[config.mk]
export PLATFORM = sky130hd
export DESIGN_NAME = srl_fifo32x4_flat
export DESIGN_NICKNAME = d
export VERILOG_FILES = /design/src/rtl/srl_fifo32x4_if.sv /design/src/rtl/srl_fifo32x4.sv /design/src/flat_wrapper.sv
export SDC_FILE = /design/constraint.sdc
export NUM_CORES = 1
export LEC_CHECK = 0
export ABC_AREA = 0
export CORE_MARGIN = 2
export CORE_UTILIZATION = 50
export DETAILED_ROUTE_END_ITERATION = 12
export HOLD_SLACK_MARGIN = 0.15
export MAX_ROUTING_LAYER = met4
export PLACE_DENSITY = 0.74
export SETUP_SLACK_MARGIN = 0.3
export SLEW_MARGIN = 20
export SYNTH_ARGS = -nofsm -noshare
export SYNTH_HDL_FRONTEND = slang
export SYNTH_SLANG_ARGS = --single-unit
[constraint.sdc]
create_clock -name clk -period 13.6 [get_ports clk]
set_input_delay 2.04 -clock clk [delete_from_list [all_inputs] [get_ports clk]]
set_output_delay 2.04 -clock clk [all_outputs]
set_load 0.1 [all_outputs]
[src/rtl/srl_fifo32x4_if.sv]
// Handshake bundle for the 32x4 SRL FIFO: write side (d/wr/wrdy/afull),
// read side (y/yv/rd) and the total occupancy.
interface srl_fifo32x4_if;
   logic [3:0] d;
   logic       wr;
   logic       wrdy;
   logic       afull;
   logic [3:0] y;
   logic       yv;
   logic       rd;
   logic [5:0] level;

   modport master (
      output d, wr, rd,
      input  wrdy, afull, y, yv, level
   );

   modport slave (
      input  d, wr, rd,
      output wrdy, afull, y, yv, level
   );
endinterface

[src/rtl/srl_fifo32x4.sv]
// 32-word x 4-bit FIFO: shift-register storage addressed at count-1, with a
// registered output stage presenting the oldest word over a valid/ready pair.
module srl_fifo32x4 #(
   parameter int unsigned AF_LEVEL = 24
) (
   input logic           clk,
   input logic           rstn,
   srl_fifo32x4_if.slave bus
);

   logic [3:0] srl [32];
   logic [5:0] count_q, count_d;
   logic       wrdy_q, wrdy_d;
   logic       afull_q, afull_d;
   logic [3:0] y_q, y_d;
   logic       yv_q, yv_d;
   logic [5:0] level_q, level_d;

   logic       push;
   logic       load;
   logic [4:0] raddr;
   logic [3:0] tap;

   assign push  = bus.wr & wrdy_q;
   assign load  = (count_q != 6'd0) & (~yv_q | bus.rd);
   // At count=32 the low bits wrap to 0, so count-1 lands on word 31.
   assign raddr = count_q[4:0] - 5'd1;
   assign tap   = srl[raddr];

   // Storage carries no reset; only occupancy decides what is meaningful.
   always_ff @(posedge clk) begin
      if (push) begin
         srl[0] <= bus.d;
         for (int k = 1; k < 32; k++) begin
            srl[k] <= srl[k-1];
         end
      end
   end

   always_comb begin
      count_d = count_q + {5'd0, push} - {5'd0, load};
      y_d     = y_q;
      yv_d    = yv_q;
      if (load) begin
         y_d  = tap;
         yv_d = 1'b1;
      end else if (yv_q && bus.rd) begin
         yv_d = 1'b0;
      end
      wrdy_d  = (count_d != 6'd32);
      afull_d = (32'(count_d) >= AF_LEVEL);
      level_d = count_d + {5'd0, yv_d};
   end

   always_ff @(posedge clk or negedge rstn) begin
      if (!rstn) begin
         count_q <= 6'd0;
         wrdy_q  <= 1'b1;
         afull_q <= 1'b0;
         y_q     <= 4'h0;
         yv_q    <= 1'b0;
         level_q <= 6'd0;
      end else begin
         count_q <= count_d;
         wrdy_q  <= wrdy_d;
         afull_q <= afull_d;
         y_q     <= y_d;
         yv_q    <= yv_d;
         level_q <= level_d;
      end
   end

   assign bus.wrdy  = wrdy_q;
   assign bus.afull = afull_q;
   assign bus.y     = y_q;
   assign bus.yv    = yv_q;
   assign bus.level = level_q;

endmodule
[src/flat_wrapper.sv]
// flat-port wrapper written by rule: the top's interface ports become plain ports
module srl_fifo32x4_flat 
#(
   parameter int unsigned AF_LEVEL = 24
)
  (clk, rstn, bus_d, bus_wr, bus_rd, bus_wrdy, bus_afull, bus_y, bus_yv, bus_level);
  srl_fifo32x4_if bus_i ();
  input logic clk;
  input logic rstn;
  input wire logic [$bits(bus_i.d)-1:0] bus_d;
  input wire logic [$bits(bus_i.wr)-1:0] bus_wr;
  input wire logic [$bits(bus_i.rd)-1:0] bus_rd;
  output wire logic [$bits(bus_i.wrdy)-1:0] bus_wrdy;
  output wire logic [$bits(bus_i.afull)-1:0] bus_afull;
  output wire logic [$bits(bus_i.y)-1:0] bus_y;
  output wire logic [$bits(bus_i.yv)-1:0] bus_yv;
  output wire logic [$bits(bus_i.level)-1:0] bus_level;
  assign bus_i.d = bus_d;
  assign bus_i.wr = bus_wr;
  assign bus_i.rd = bus_rd;
  assign bus_wrdy = bus_i.wrdy;
  assign bus_afull = bus_i.afull;
  assign bus_y = bus_i.y;
  assign bus_yv = bus_i.yv;
  assign bus_level = bus_i.level;
  srl_fifo32x4 #(.AF_LEVEL(AF_LEVEL)) u_core (.clk(clk), .rstn(rstn), .bus(bus_i));
endmodule
==> impl_summary.txt, run 1 <==
----------------------------------------------------
[Logic synthesis]
  Netlist area before placement ... 0.00588 mm²
  Library cell occupying the most area in the post-synthesis netlist ... edfxtp_1
  Average instance area after synthesis ... 20.5 µm²
  Cells taking the most area after synthesis ... edfxtp_1 65%, mux4_2 13%, dfrtp_1 7.7%
  Total number of yosys warnings ... 0
  Post-Synthesis Net Count ... 309
  Synthesized instance count ... 286
  Count of unique library cells instantiated by Yosys ... 38
  Top-area cell type share of the netlist area ... 0.654
  Post-synthesis sequential element count ... 147
  Sequential cell area fraction in the yosys report ... 0.735

[STA]
  Slew at the pin closest to its max-slew limit ... 1.03 ns
  Fin crit period ... 4.90 ns
  Final Max Slew Viols ... 0
  Peak clock frequency supported by timing ... 204 MHz
  Max-Slew Margin vs Limit ... 0.312
  Unrepaired setup endpoints after global routing ... false
  Endpoints failing hold ... 0
  Layout Skew ... 0.00872 ns
  Setup violations, final ... 0
  Final worst path period share ... 0.361
  Post-Route Setup TNS ... 0 ns

[Clocking]
  Number of resized instances in the post-cts repair step ... 0
  CTS sink cnt ... 147
  Root Buffer ... clkbuf_16
  Max clock buf depth ... 2
  Maximum level of the CTS H-tree ... 4
  CTS tree ... done
  Clock transition at the registers of the reported paths ... 0.06 ns
  Insertion delay of the later-clocked pin in the worst-skew pair ... 0.42 ns
  Clock buffer count from CTS ... 17
  Quantity of hold-fixing buffers added after cts ... 0
  Total setup buffers inserted after CTS ... 0

[Placed design]
  Placed wire-length estimate ... 5620 µm
  Port buffer count ... 20
  Weighted congestion reported at the end of routability-driven placement ... 0.829
  Cell count after placement ... 445

[Floorplanning]
  Top-level port count ... 21
  Number of core rows ... 39
  Die H ... 112 µm
  Core area ... 0.0115 mm²
  Die width ... 112 µm
  Total Die Area ... 0.0126 mm²
  Initial core utilization ... 0.512

[Setup path]
  CP arrival ... 5.23 ns
  Required arrival time at the worst endpoint ... 13.92 ns
  Worst Setup Start Kind ... input pin
  Crit Path Class ... in -> reg
  Worst r2r path cells ... 15
  CP Max Fanout ... 7
  CP cell instances ... clkdlybuf4s50_1 > nand2b_1 > nand2_1 > inv_1 > ha_1 > inv_1 > ha_1 > fa_1 > nor2b_1 > o21a_1 > or3_1 > and2_0 > or4_1
  Crit-path slowest cell ... or4_1
  Highest cell delay on the worst timing path ... 0.50 ns
  Kind of end point of the critical path ... register

[Global route]
  Gr busiest metal ... met1
  Maximum number of pins on one net before global-route repair ... 92
  Met2 track utilization from global routing ... 0.221
  Overall routing resource usage ... 0.165
  Global-route congestion overflow total ... 0
  Met3 usage in global routing ... 0.0610
  Met1 track utilization from global routing ... 0.227
  Global-route wire length before repair ... 15100 µm
  Vias in the first global route ... 2770
  Antenna violations before repair ... 0

[Finish]
  Final cell count without fillers ... 477
  Utilization of the core after routing ... 0.594
  Final #Nets ... 344
  Ant. Diodes ... 0
  Fill cell total of the finished layout ... 799
  Share of layout cells above drive strength 1 ... 0.225
  Most frequent cells in the layout ... 128 x edfxtp_1, 35 x mux4_2, 20 x clkdlybuf4s50_1
  Commonest non-fill, non-tap cell in the layout ... edfxtp_1
  Area Overhead vs Synth ... 16.0%

[Route]
  First-pass detailed-route iteration total ... 4
  Initial DRC Count ... 210
  WL per Instance ... 19.4 µm
  Final wirelength ... 9230 µm
  Vias ... 2785
  Post-DRT Antenna Nets ... 0
  Via count normalized by instance count ... 5.84
  Residual DRC count ... 0

[Hold path]
  Worst hold stages ... 0
  Worst hold path class ... reg -> reg

[Status]
  Outcome ... finished, final reports clean

[Job]
  Max_cap viols ... 0

----------------------------------------------------
cells by family after synthesis:
logic type	count (synthesis)	synth area share
and+or+nand+nor	43	0.0383
xor gates and xnor gates	9	0.0134
buffers and inverters	19	0.0170
adders and majority gates	15	0.0332
muxes	40	0.145
DFF	147	0.735
AOI/OAI and AO/OA	13	0.0173
synthesized netlist by cell type (all sizes together):
cell	count
nor4b	1
xor2	3
or3	2
nor2	5
nand2b	3
or4b	1
mux4	36
nand2	9
a21oi	2
nor3	10
o21a	1
a21boi	1
nand3	3
o21ai	2
mux2i	4
clkbuf	1
xnor2	6
or4	1
and2	2
nor4	1
ha	14
nor2b	2
dfrtp	18
a311oi	1
buf	6
a32o	4
a21o	1
and3	2
dfstp	1
fa	1
inv	12
o21ba	1
nand4	1
edfxtp	128
metrics by stage:
step	hold WS, ns	setup WS [ns]	instance area, µm²
after floorplan	0.421	6.77	5880
after global placement	0.426	8.35	6230
after detailed placement	0.427	8.29	6230
after CTS	0.446	8.73	6810
after global routing	0.451	8.57	6820
final	0.443	8.70	6820
final timing paths:
kind	from	to	slack [ns]
worst max-delay path	bus_rd	u_core.bus.wrdy	8.70
worst min-delay path	u_core.srl[30][0]	u_core.srl[31][0]	0.44
worst max register to register	u_core.count_q[0]	u_core.bus.wrdy	9.62
worst min register to register	u_core.srl[30][0]	u_core.srl[31][0]	0.44
max in group asynchronous	rstn	u_core.count_q[0]	10.87
min in group asynchronous	rstn	u_core.bus.level[1]	2.13
cell type report:
| class | instances | area (µm²) | area share |
|---|---|---|---|
| clock buffer | 23 | 520 | 0.0764 |
| timing repair buffer | 23 | 226 | 0.0332 |
| clock inverter | 9 | 62.6 | 0.00918 |
| inverter | 12 | 45.0 | 0.00661 |
| sequential | 147 | 4320 | 0.634 |
| multi-input combinational | 120 | 1460 | 0.214 |
| tap | 143 | 179 | 0.0263 |
layer usage:
| layer | share of wire | up-vias |
|---|---|---|
| met5 | 0 | - |
| met4 | 0.022 | 0 |
| met3 | 0.048 | 11 |
| met2 | 0.46 | 66 |
| met1 | 0.47 | 1478 |
| li1 | - | 1230 |
flip-flops by register name (all words and copies together), names as in the netlist:
signal and cells:
u_core.srl 128, u_core.bus.level 6, u_core.count_q 6, u_core.bus.y 4, u_core.bus.afull 1, u_core.bus.wrdy 1
u_core.bus.yv 1
critical path: cells and delay by family:
family / cells / cell delay (ns)
AOI/OAI and AO/OA: 1 / 0.17
adders and majority gates: 3 / 0.89
buffers and inverters: 3 / 0.56
and+or+nand+nor: 6 / 1.57
Power of run 1 is left out: the tool's default activity adds up to more than one toggle a clock period on the data nets, which glitch-free logic cannot reach.
==> inputs of run 2 (changes only) <==
==> constraint.sdc (replaced) <==
create_clock -name clk -period 4.9 [get_ports clk]
set_input_delay 0.735 -clock clk [delete_from_list [all_inputs] [get_ports clk]]
set_output_delay 0.735 -clock clk [all_outputs]
set_load 0.1 [all_outputs]
==> run 2 against run 1 <==
  * Register-to-register slack got worse by 8.4 ns
  * Via count fell by 1.8%
  * Largest cell class unchanged
  * Final area rose by 0.73%
  * Die area unchanged
  * Core utilization is 0.44 points higher
  * Highest routed layer unchanged
  * Critical path depth grew 1
  * Cell count increased by 0.21%
==> impl_summary.txt, run 2 (same netlist as run 1, synthesis figures left out) <==
----------------------------------------------------
[Clocking]
  Clock transition at the registers of the reported paths ... 0.06 ns
  Number of resized instances in the post-cts repair step ... 0
  CTS tree ... done
  Quantity of hold-fixing buffers added after cts ... 0
  Insertion delay of the later-clocked pin in the worst-skew pair ... 0.41 ns
  CTS sink cnt ... 147
  Max clock buf depth ... 2
  Clock buffer count from CTS ... 17
  Maximum level of the CTS H-tree ... 4
  Total setup buffers inserted after CTS ... 0
  Root Buffer ... clkbuf_16

[STA]
  Endpoints failing hold ... 0
  Crit path setup slack, layout ... 1.23 ns
  Max-Slew Margin vs Limit ... 0.344
  Slew at the pin closest to its max-slew limit ... 0.980 ns
  Post-Route Setup TNS ... 0 ns
  Fin crit period ... 3.67 ns
  Layout Skew ... 0.00761 ns
  Unrepaired setup endpoints after global routing ... false
  Peak clock frequency supported by timing ... 272 MHz
  Final Max Slew Viols ... 0
  Setup violations, final ... 0
  Final worst path period share ... 0.749

[Placed design]
  Weighted congestion reported at the end of routability-driven placement ... 0.789
  Placed wire-length estimate ... 5590 µm
  Port buffer count ... 20
  Worst slack, placed ... 0.886 ns
  Total cell area at the placement stage ... 0.00623 mm²
  Cell count after placement ... 446

[Route]
  Residual DRC count ... 0
  Post-DRT Antenna Nets ... 0
  First-pass detailed-route iteration total ... 4
  Initial DRC Count ... 337
  Via count normalized by instance count ... 5.72
  Vias ... 2736
  Final wirelength ... 9230 µm
  WL per Instance ... 19.3 µm

[Finish]
  Max reg flops ... 128
  Final cell count without fillers ... 478
  Most frequent cells in the layout ... 128 x edfxtp_1, 35 x mux4_2, 22 x clkbuf_16
  Commonest non-fill, non-tap cell in the layout ... edfxtp_1
  Final #Nets ... 345
  Area Overhead vs Synth ... 16.8%
  Top register by number of flip-flops ... u_core.srl
  Post-route cell area ... 0.00687 mm²
  Share of layout cells above drive strength 1 ... 0.218
  Ant. Diodes ... 0

[Global route]
  Maximum number of pins on one net before global-route repair ... 97
  Antenna violations before repair ... 0
  Vias in the first global route ... 2862
  Global-route congestion overflow total ... 0
  Overall routing resource usage ... 0.169
  Global-route wire length before repair ... 15300 µm

[Setup path]
  Worst Setup Start Kind ... register
  Reg2Reg Capture Point ... u_core.bus.wrdy
  CP Max Fanout ... 7
  Kind of end point of the critical path ... register
  Crit Path Class ... reg -> reg
  Worst r2r path cells ... 14
  Required arrival time at the worst endpoint ... 5.23 ns
  CP arrival ... 4.00 ns
  Reg-to-reg critical path startpoint ... u_core.count_q[1]
  Setup slack, reg-to-reg ... 1.23 ns

[Floorplanning]
  Die H ... 112 µm
  Die width ... 112 µm
  Top-level port count ... 21
  Core area ... 0.0115 mm²
  Initial core utilization ... 0.512
  Total Die Area ... 0.0126 mm²
  Number of core rows ... 39

[Hold path]
  HP Start ... u_core.srl[4][3]
  Worst hold path class ... reg -> reg
  Worst hold stages ... 0
  Hold Path Sink ... u_core.srl[5][3]

[Job]
  Max_cap viols ... 0

[Status]
  Outcome ... finished, final reports clean

----------------------------------------------------
run 2: cell types whose count changed in the layout (fill, tap and decap cells not counted):
cell and change:
inv_4 -1, clkbuf_16 +3, inv_6 -2, clkbuf_1 +2, clkinv_4 -1, buf_4 +1
ha_2 -1, clkinv_2 -1, ha_1 +1
run 2: how the worst max path moves through the flow:
stage / slack [ns] / start / end
finish: 1.23 / u_core.count_q[1] / u_core.bus.wrdy
global route: 0.99 / u_core.count_q[1] / u_core.bus.wrdy
CTS: 1.24 / u_core.count_q[1] / u_core.bus.wrdy
detailed placement: 0.89 / bus_rd / u_core.bus.wrdy
global placement: 0.96 / bus_rd / u_core.bus.wrdy
floorplan: 0.64 / u_core.bus.wrdy / u_core.bus.afull
run 2: critical path, stage by stage, from the launching register on:
cell     delay [ns]
dfrtp_1        0.38
inv_1          0.17
ha_1           0.29
nand3_1        0.11
nand2_1        0.20
inv_1          0.14
ha_1           0.31
inv_1          0.04
ha_1           0.20
fa_1           0.41
nor2b_1        0.15
o21a_1         0.17
or3_1          0.32
and2_0         0.22
or4_1          0.48
run 2: area by class of cell:
class / instances / area [µm²]
well taps: 143 / 179
fillers: 793 / 4600
clock inverters: 4 / 25.0
multi-input cells: 120 / 1460
flip-flops and latches: 147 / 4320
inverters: 12 / 45.0
repair buffers: 24 / 234
clock buffers: 28 / 603
run 2: metrics by stage:
| step | hold slack, ns | util |
|---|---|---|
| after global placement | 0.426 | 0.544 |
| after global routing | 0.452 | 0.599 |
| after CTS | 0.441 | 0.598 |
| final | 0.438 | 0.599 |
| after detailed placement | 0.429 | 0.544 |
| after floorplan | 0.421 | - |
run 2: metal layers:
layer	wire length, µm	track usage
met5	0	-
met4	157	0.0821
met3	425	0.0481
met2	4390	0.237
met1	4250	0.231
Power of run 2 is left out for the same reason.
